===== src/rtl/sd_prio_sched.sv =====
// sd_prio_sched: computes the priority and eligibility mask for a priority
// round-robin srdy/drdy mux. It combines a static base priority, an age-based
// boost (so a waiting requester cannot starve) and a token-bucket rate limiter
// per requester. All outputs are registered so the mux never sees a
// combinational path back to its own request/transfer lines.
`timescale 1ns/1ps
module sd_prio_sched #(
    parameter int inputs       = 2,
    parameter int prio_width   = 4,
    parameter int age_width    = 8,
    parameter int credit_width = 6,
    parameter int period_width = 16
) (
    input  logic                           clk,
    input  logic                           reset_n,
    input  logic                           cfg_enable,
    input  logic [prio_width*inputs-1:0]   cfg_base_prio,
    input  logic [age_width-1:0]           cfg_age_thresh,
    input  logic [credit_width*inputs-1:0] cfg_credit_max,
    input  logic [period_width-1:0]        cfg_refill_period,
    input  logic [inputs-1:0]              c_srdy,
    input  logic [inputs-1:0]              c_xfer,
    output logic [prio_width*inputs-1:0]   prio,
    output logic [inputs-1:0]              mask,
    output logic [inputs-1:0]              starve,
    output logic                           err
);

    localparam logic [prio_width-1:0] PMAX = '1;

    typedef enum logic [1:0] {
        S_IDLE = 2'd0,
        S_INIT = 2'd1,
        S_RUN  = 2'd2
    } state_t;

    state_t state, state_nxt;

    logic [credit_width-1:0] credit     [inputs];
    logic [credit_width-1:0] credit_nxt [inputs];
    logic [age_width-1:0]    age        [inputs];
    logic [age_width-1:0]    age_nxt    [inputs];
    logic [prio_width-1:0]   boost      [inputs];
    logic [prio_width-1:0]   boost_nxt  [inputs];
    logic [period_width-1:0] timer, timer_nxt;

    logic [prio_width*inputs-1:0] prio_nxt;
    logic [inputs-1:0]            mask_nxt;
    logic [inputs-1:0]            starve_nxt;
    logic                         err_nxt;

    // Per-iteration scratch values for the scheduling loop.
    logic                    tick;
    logic [credit_width-1:0] cmax_v;
    logic [credit_width-1:0] cred_v;
    logic [age_width-1:0]    age_inc;
    logic [prio_width-1:0]   prio_v;

    // Base + boost, evaluated one bit wider so an overflow saturates at PMAX
    // instead of wrapping back to a low priority.
    function automatic logic [prio_width-1:0] sat_add_prio(
        input logic [prio_width-1:0] a,
        input logic [prio_width-1:0] b
    );
        logic [prio_width:0] sum;
        sum = {1'b0, a} + {1'b0, b};
        return sum[prio_width] ? PMAX : sum[prio_width-1:0];
    endfunction

    // Boost increment that sticks at PMAX.
    function automatic logic [prio_width-1:0] sat_inc_boost(
        input logic [prio_width-1:0] b
    );
        return (b == PMAX) ? PMAX : b + 1'b1;
    endfunction

    // Next-state and next-output computation; registered outputs are derived
    // from the next counter values so a last-credit transfer drops mask on
    // the very next cycle.
    always_comb begin
        state_nxt  = state;
        timer_nxt  = '0;
        err_nxt    = err;
        prio_nxt   = cfg_base_prio;
        mask_nxt   = '1;
        starve_nxt = '0;
        tick       = 1'b0;
        cmax_v     = '0;
        cred_v     = '0;
        age_inc    = '0;
        prio_v     = '0;
        for (int i = 0; i < inputs; i++) begin
            credit_nxt[i] = '0;
            age_nxt[i]    = '0;
            boost_nxt[i]  = '0;
        end

        case (state)
            S_IDLE: begin
                if (cfg_enable) state_nxt = S_INIT;
            end

            S_INIT: begin
                // Buckets start full; aging and the refill timer start clean.
                for (int i = 0; i < inputs; i++) begin
                    credit_nxt[i] = cfg_credit_max[i*credit_width +: credit_width];
                end
                state_nxt = cfg_enable ? S_RUN : S_IDLE;
            end

            S_RUN: begin
                if (!cfg_enable) begin
                    // Leaving RUN clears every counter (defaults above).
                    state_nxt = S_IDLE;
                end else begin
                    tick      = (timer == cfg_refill_period);
                    timer_nxt = tick ? '0 : timer + 1'b1;

                    for (int i = 0; i < inputs; i++) begin
                        // Token bucket: a zero depth means the input is never limited.
                        cmax_v = cfg_credit_max[i*credit_width +: credit_width];
                        cred_v = credit[i];
                        if (cmax_v != '0) begin
                            if (tick && !c_xfer[i]) begin
                                if (cred_v < cmax_v) cred_v = cred_v + 1'b1;
                            end else if (c_xfer[i] && !tick) begin
                                if (cred_v == '0) err_nxt = 1'b1;
                                else              cred_v  = cred_v - 1'b1;
                            end
                            // A lowered depth takes effect immediately.
                            if (cred_v > cmax_v) cred_v = cmax_v;
                            credit_nxt[i] = cred_v;
                        end

                        // Aging runs regardless of mask, so a throttled input still
                        // climbs in priority while it waits.
                        if ((cfg_age_thresh != '0) && c_srdy[i] && !c_xfer[i]) begin
                            age_inc = age[i] + 1'b1;
                            if (age_inc == cfg_age_thresh) begin
                                age_nxt[i]   = '0;
                                boost_nxt[i] = sat_inc_boost(boost[i]);
                            end else begin
                                age_nxt[i]   = age_inc;
                                boost_nxt[i] = boost[i];
                            end
                        end

                        prio_v = sat_add_prio(cfg_base_prio[i*prio_width +: prio_width],
                                              boost_nxt[i]);
                        prio_nxt[i*prio_width +: prio_width] = prio_v;
                        mask_nxt[i]   = (cmax_v == '0) || (credit_nxt[i] != '0);
                        starve_nxt[i] = (prio_v == PMAX) && c_srdy[i] && !c_xfer[i];
                    end
                end
            end

            default: begin
                state_nxt = S_IDLE;
            end
        endcase
    end

    // State, counters and output registers; reset returns everything to zero at once.
    always_ff @(posedge clk or negedge reset_n) begin
        if (!reset_n) begin
            state  <= S_IDLE;
            timer  <= '0;
            prio   <= '0;
            mask   <= '0;
            starve <= '0;
            err    <= 1'b0;
            for (int i = 0; i < inputs; i++) begin
                credit[i] <= '0;
                age[i]    <= '0;
                boost[i]  <= '0;
            end
        end else begin
            state  <= state_nxt;
            timer  <= timer_nxt;
            prio   <= prio_nxt;
            mask   <= mask_nxt;
            starve <= starve_nxt;
            err    <= err_nxt;
            for (int i = 0; i < inputs; i++) begin
                credit[i] <= credit_nxt[i];
                age[i]    <= age_nxt[i];
                boost[i]  <= boost_nxt[i];
            end
        end
    end

endmodule


===== config.mk =====
export PLATFORM = sky130hd
export DESIGN_NAME = sd_prio_sched
export DESIGN_NICKNAME = d
export VERILOG_FILES = /design/src/rtl/sd_prio_sched.sv
export SDC_FILE = /design/constraint.sdc
export NUM_CORES = 1
export LEC_CHECK = 0
export BUFFER_PORTS_ARGS = -buffer_cell sky130_fd_sc_hd__buf_2
export CAP_MARGIN = 10
export CORE_ASPECT_RATIO = 1.2
export CORE_MARGIN = 2
export CORE_UTILIZATION = 63
export CTS_CLUSTER_SIZE = 25
export DETAILED_ROUTE_END_ITERATION = 7
export HOLD_SLACK_MARGIN = 0.08
export PLACE_DENSITY = 0.9
export SYNTH_ARGS = -nofsm -noshare
export SYNTH_HDL_FRONTEND = slang
export SYNTH_SLANG_ARGS = --single-unit

===== constraint.sdc =====
create_clock -name clk -period 9.3 [get_ports clk]
set_input_delay 1.86 -clock clk [delete_from_list [all_inputs] [get_ports clk]]
set_output_delay 1.86 -clock clk [all_outputs]
set_load 0.01 [all_outputs]

==> qor.yml <==
outcome: "complete, no violations"
num_vias: 4301
placed_cells: 692
setup_viol: 0
met1_usage_pct: 30.72
placementRows: 35
antenna_left: 0
ys_seq_elements: 67
postCtsResizedCells: 0
initial_utilization_pct: 64.33
syn_avg_cell_area_um2: 8.942
gr-total-overflow: 0
grtUsageTotal_pct: 27.58
whs_ns: 0.4930
critPathSlowestCell: "nor3_2"
grt_pass1_vias: 4448
fill_cells: 591
drive_gt1_share_pct: 15.26
startpoint: "cfg_refill_period[10]"
slowest_delay_ns: 0.66
postCtsSetupBuffers: 0
cap_violations: 0
viasPerCell: 6.075
netlist_area_um2: 4873
r2r_setup_slack_ns: 4.81
timing.final.crit_period_ns: 5.650
core_area_um2: 7576
async_flop_share_pct: 100.0
cts-hold-fix-buffers: 0
place.gp.congestion: 0.8969
synth-main-ff-cell: "dfrtp_1"
crit_end: "credit[4]$_DFF_PN0_"
syn-num-nets: 642
synth-edff-count: 0
worstSetupPathType: "in2reg"
route.detailed.drc: 0
dieArea_um2: 8458
grt-busiest-layer: "met2"
antenna_found_initial: 0
htreeDepth: 3
setup_ws_ns: 3.650
worstSetupEndpointType: "register"
vdd_drop_max_mv: 0.1638
netlist_instances: 545
syn_to_final_growth_pct: 12.30
synth_xor_area_share_pct: 11.63
first_pass_iters: 5
synthMuxAreaShare_pct: 1.489
fin_tns_setup_ns: 0
worstPathCellList: "buf_2 -> xor2_1 -> nor4_2 -> nand4_2 -> nor3_2 -> a221oi_1 -> a21oi_1 -> ha_1 -> a21o_1 -> a221o_1 -> a21oi_1 -> a41oi_1 -> nor2_1 -> a22oi_1 -> nor2b_1"
r2r_start: "timer[3]$_DFF_PN0_"
die-width_um: 84.29
synth_fa_ha_area_share_pct: 12.12
timing.fmax_mhz: 177.0
grt_first_pass_wirelength_um: 18980
relSlewSlack_pct: 45.24
synth-compound-area-share_pct: 13.07
worstPathArrival_ns: 5.93
final_util_pct: 72.24
cp-start-kind: "primary input"
cp.depth: 15
clock_path_buffers: 2
clock_skew_ns: 0.009211
timing.rr.end: "credit[4]$_DFF_PN0_"
grt_max_degree: 68
place_hpwl_um: 8775
rsz0062_at_grt: "no"
drt_wl_total_um: 11300
path_buf_inv: 1
synth.distinct_cells: 60
cp.required_ns: 9.58
hold_class: "reg2reg"
cp_max_fo: 19
root_buffer: "clkbuf_8"
min_period_over_period_pct: 60.75
path_common_cell: "a21oi_1"
synth_top_family_by_area: "simple AND/OR/NAND/NOR gates"
critical-path-top-delay-family: "simple AND/OR/NAND/NOR gates"
routedWlPerCell_um: 15.96
finalHoldViolCount: 0
slew_violations: 0
dp_slack_ns: 3.388
first_iter_violations: 238
cts_tree: "done"
synth-simple-area-share_pct: 24.24
layout.cells.non_filler: 708
die_y_um: 100.3
fin_nets: 708
tightest_slew_ns: 0.8214
power_density_nw_per_um2: 211.9
p_leak_nw: 2.651
multi_input_area_um2: 3048
yosysWarnings: 0
antenna_cells: 0
insertion_delay_ns: 0.35
gr-usage-met3_pct: 5.181
cts_sinks: 67
ys_seq_area_share_pct: 34.40
cts_made_buffers: 9
portBuffers: 63
r2r_cells: 14
grtUsageMet2_pct: 50.18
clk_pin_slew_ns: 0.08
pin_count: 64
seqCellArea_um2: 1677
-- report_power, final --
| group | leakage, nW | internal, mW | switching [mW] |
|---|---|---|---|
| clock network | 0.100 | 0.125 | 0.118 |
| registers | 0.897 | 0.323 | 0.0417 |
| logic | 1.65 | 0.229 | 0.323 |
| total | 2.65 | 0.677 | 0.482 |
-- metal layers --
metal  vias up  routed length (µm)
met2       139                5690
met1      2057                4613
li1       2067                   -
met3        38                 585
met4         0                 407
met5         -                   0
-- cells in the final DEF, fill, tap and decap left out, types with 5 or more instances in the layout --
master	instances
nand4_1	5
inv_1	30
a31oi_1	5
and3_1	16
o21ai_0	20
or3_1	6
clkbuf_8	9
xnor2_1	23
nand2_1	51
a21oi_1	18
nor3_1	16
mux2i_1	5
nand3_1	27
nor4_1	5
nand2b_1	9
nor2b_1	13
ha_1	44
buf_2	63
nor2_1	56
dfrtp_1	67
a21o_1	13
a22oi_1	10
xor2_1	38
and2_1	5
-- stage by stage --
step | total power [mW] | cell area (µm²)
floorplan | 0.7556 | 4873
global placement | 0.8769 | 5275
detailed placement | 0.9059 | 5275
CTS | 1.154 | 5473
global route | 1.250 | 5473
finish | 1.159 | 5473
-- synthesized netlist by cell type, types with 2 or more instances --
cell type,instances,area (µm²)
inv_1,30,112.6
xor2_2,2,32.53
nand3b_1,3,22.52
nand3_1,27,135.1
nand3_2,2,20.02
and3_1,16,100.1
and2_1,5,31.28
nand2b_1,9,56.30
nand4_1,5,31.28
a221oi_1,2,17.52
a41oi_1,2,17.52
a21o_1,13,97.59
nor4_1,5,31.28
fa_1,2,40.04
a211oi_1,2,15.01
or4_1,2,15.01
xor2_1,38,332.8
o21ai_0,20,100.1
nor3_1,16,80.08
buf_2,2,10.01
nor2_1,56,210.2
a22oi_1,10,75.07
nor2b_1,13,81.33
a21boi_1,2,15.01
nand2_1,51,191.4
mux2i_1,5,50.05
nor4_2,3,37.54
o221ai_1,3,26.28
or3_1,6,37.54
clkbuf_1,6,22.52
o31ai_1,3,22.52
ha_1,44,550.5
o21ai_1,3,15.01
dfrtp_1,67,1677
xnor2_1,23,201.4
a221o_1,2,20.02
a31oi_1,5,31.28
a21oi_1,18,90.09
-- worst min-delay path by stage --
stage | cells past startpoint | from | slack, ns | end
after global placement | 2 | err$_DFFE_PN0P_ | 0.49 | err$_DFFE_PN0P_
after global routing | 2 | err$_DFFE_PN0P_ | 0.51 | err$_DFFE_PN0P_
final | 2 | err$_DFFE_PN0P_ | 0.49 | err$_DFFE_PN0P_
after detailed placement | 2 | err$_DFFE_PN0P_ | 0.46 | err$_DFFE_PN0P_
after floorplan | 1 | age[0]$_DFF_PN0_ | 0.47 | age[0]$_DFF_PN0_
after CTS | 2 | err$_DFFE_PN0P_ | 0.49 | err$_DFFE_PN0P_
-- cell type report --
type / count / area share, %
Timing Repair Buffer: 64 / 5.898
Tap cell: 92 / 2.103
Clock buffer: 9 / 2.263
Sequential cell: 67 / 30.64
Inverter: 30 / 2.058
Multi-Input combinational cell: 439 / 55.69
Clock inverter: 7 / 1.349
-- flip-flops by register name (all words and copies together) (netlist names) --
name    count
age        16
timer      16
starve      2
prio        8
mask        2
credit     12
state       2
err         1
boost       8
-- worst register-to-register path, cell delays in order, from the launching register on --
cell      delay (ns)
dfrtp_1         0.45
xor2_1          0.18
nor4_2          0.38
nand4_2         0.51
nor3_2          0.67
a221oi_1        0.18
a21oi_1         0.28
ha_1            0.31
a21o_1          0.18
a221o_1         0.34
a21oi_1         0.16
a41oi_1         0.14
nor2_1          0.40
a22oi_1         0.12
nor2b_1         0.13
-- kinds of logic after synthesis --
group,count (synthesis)
muxes,7
DFF,67
xor gates and xnor gates,63
adders and majority gates,46
buffers and inverters,39
and+or+nand+nor,228
AOI/OAI and AO/OA,95
(Power assumes the default switching activity.)
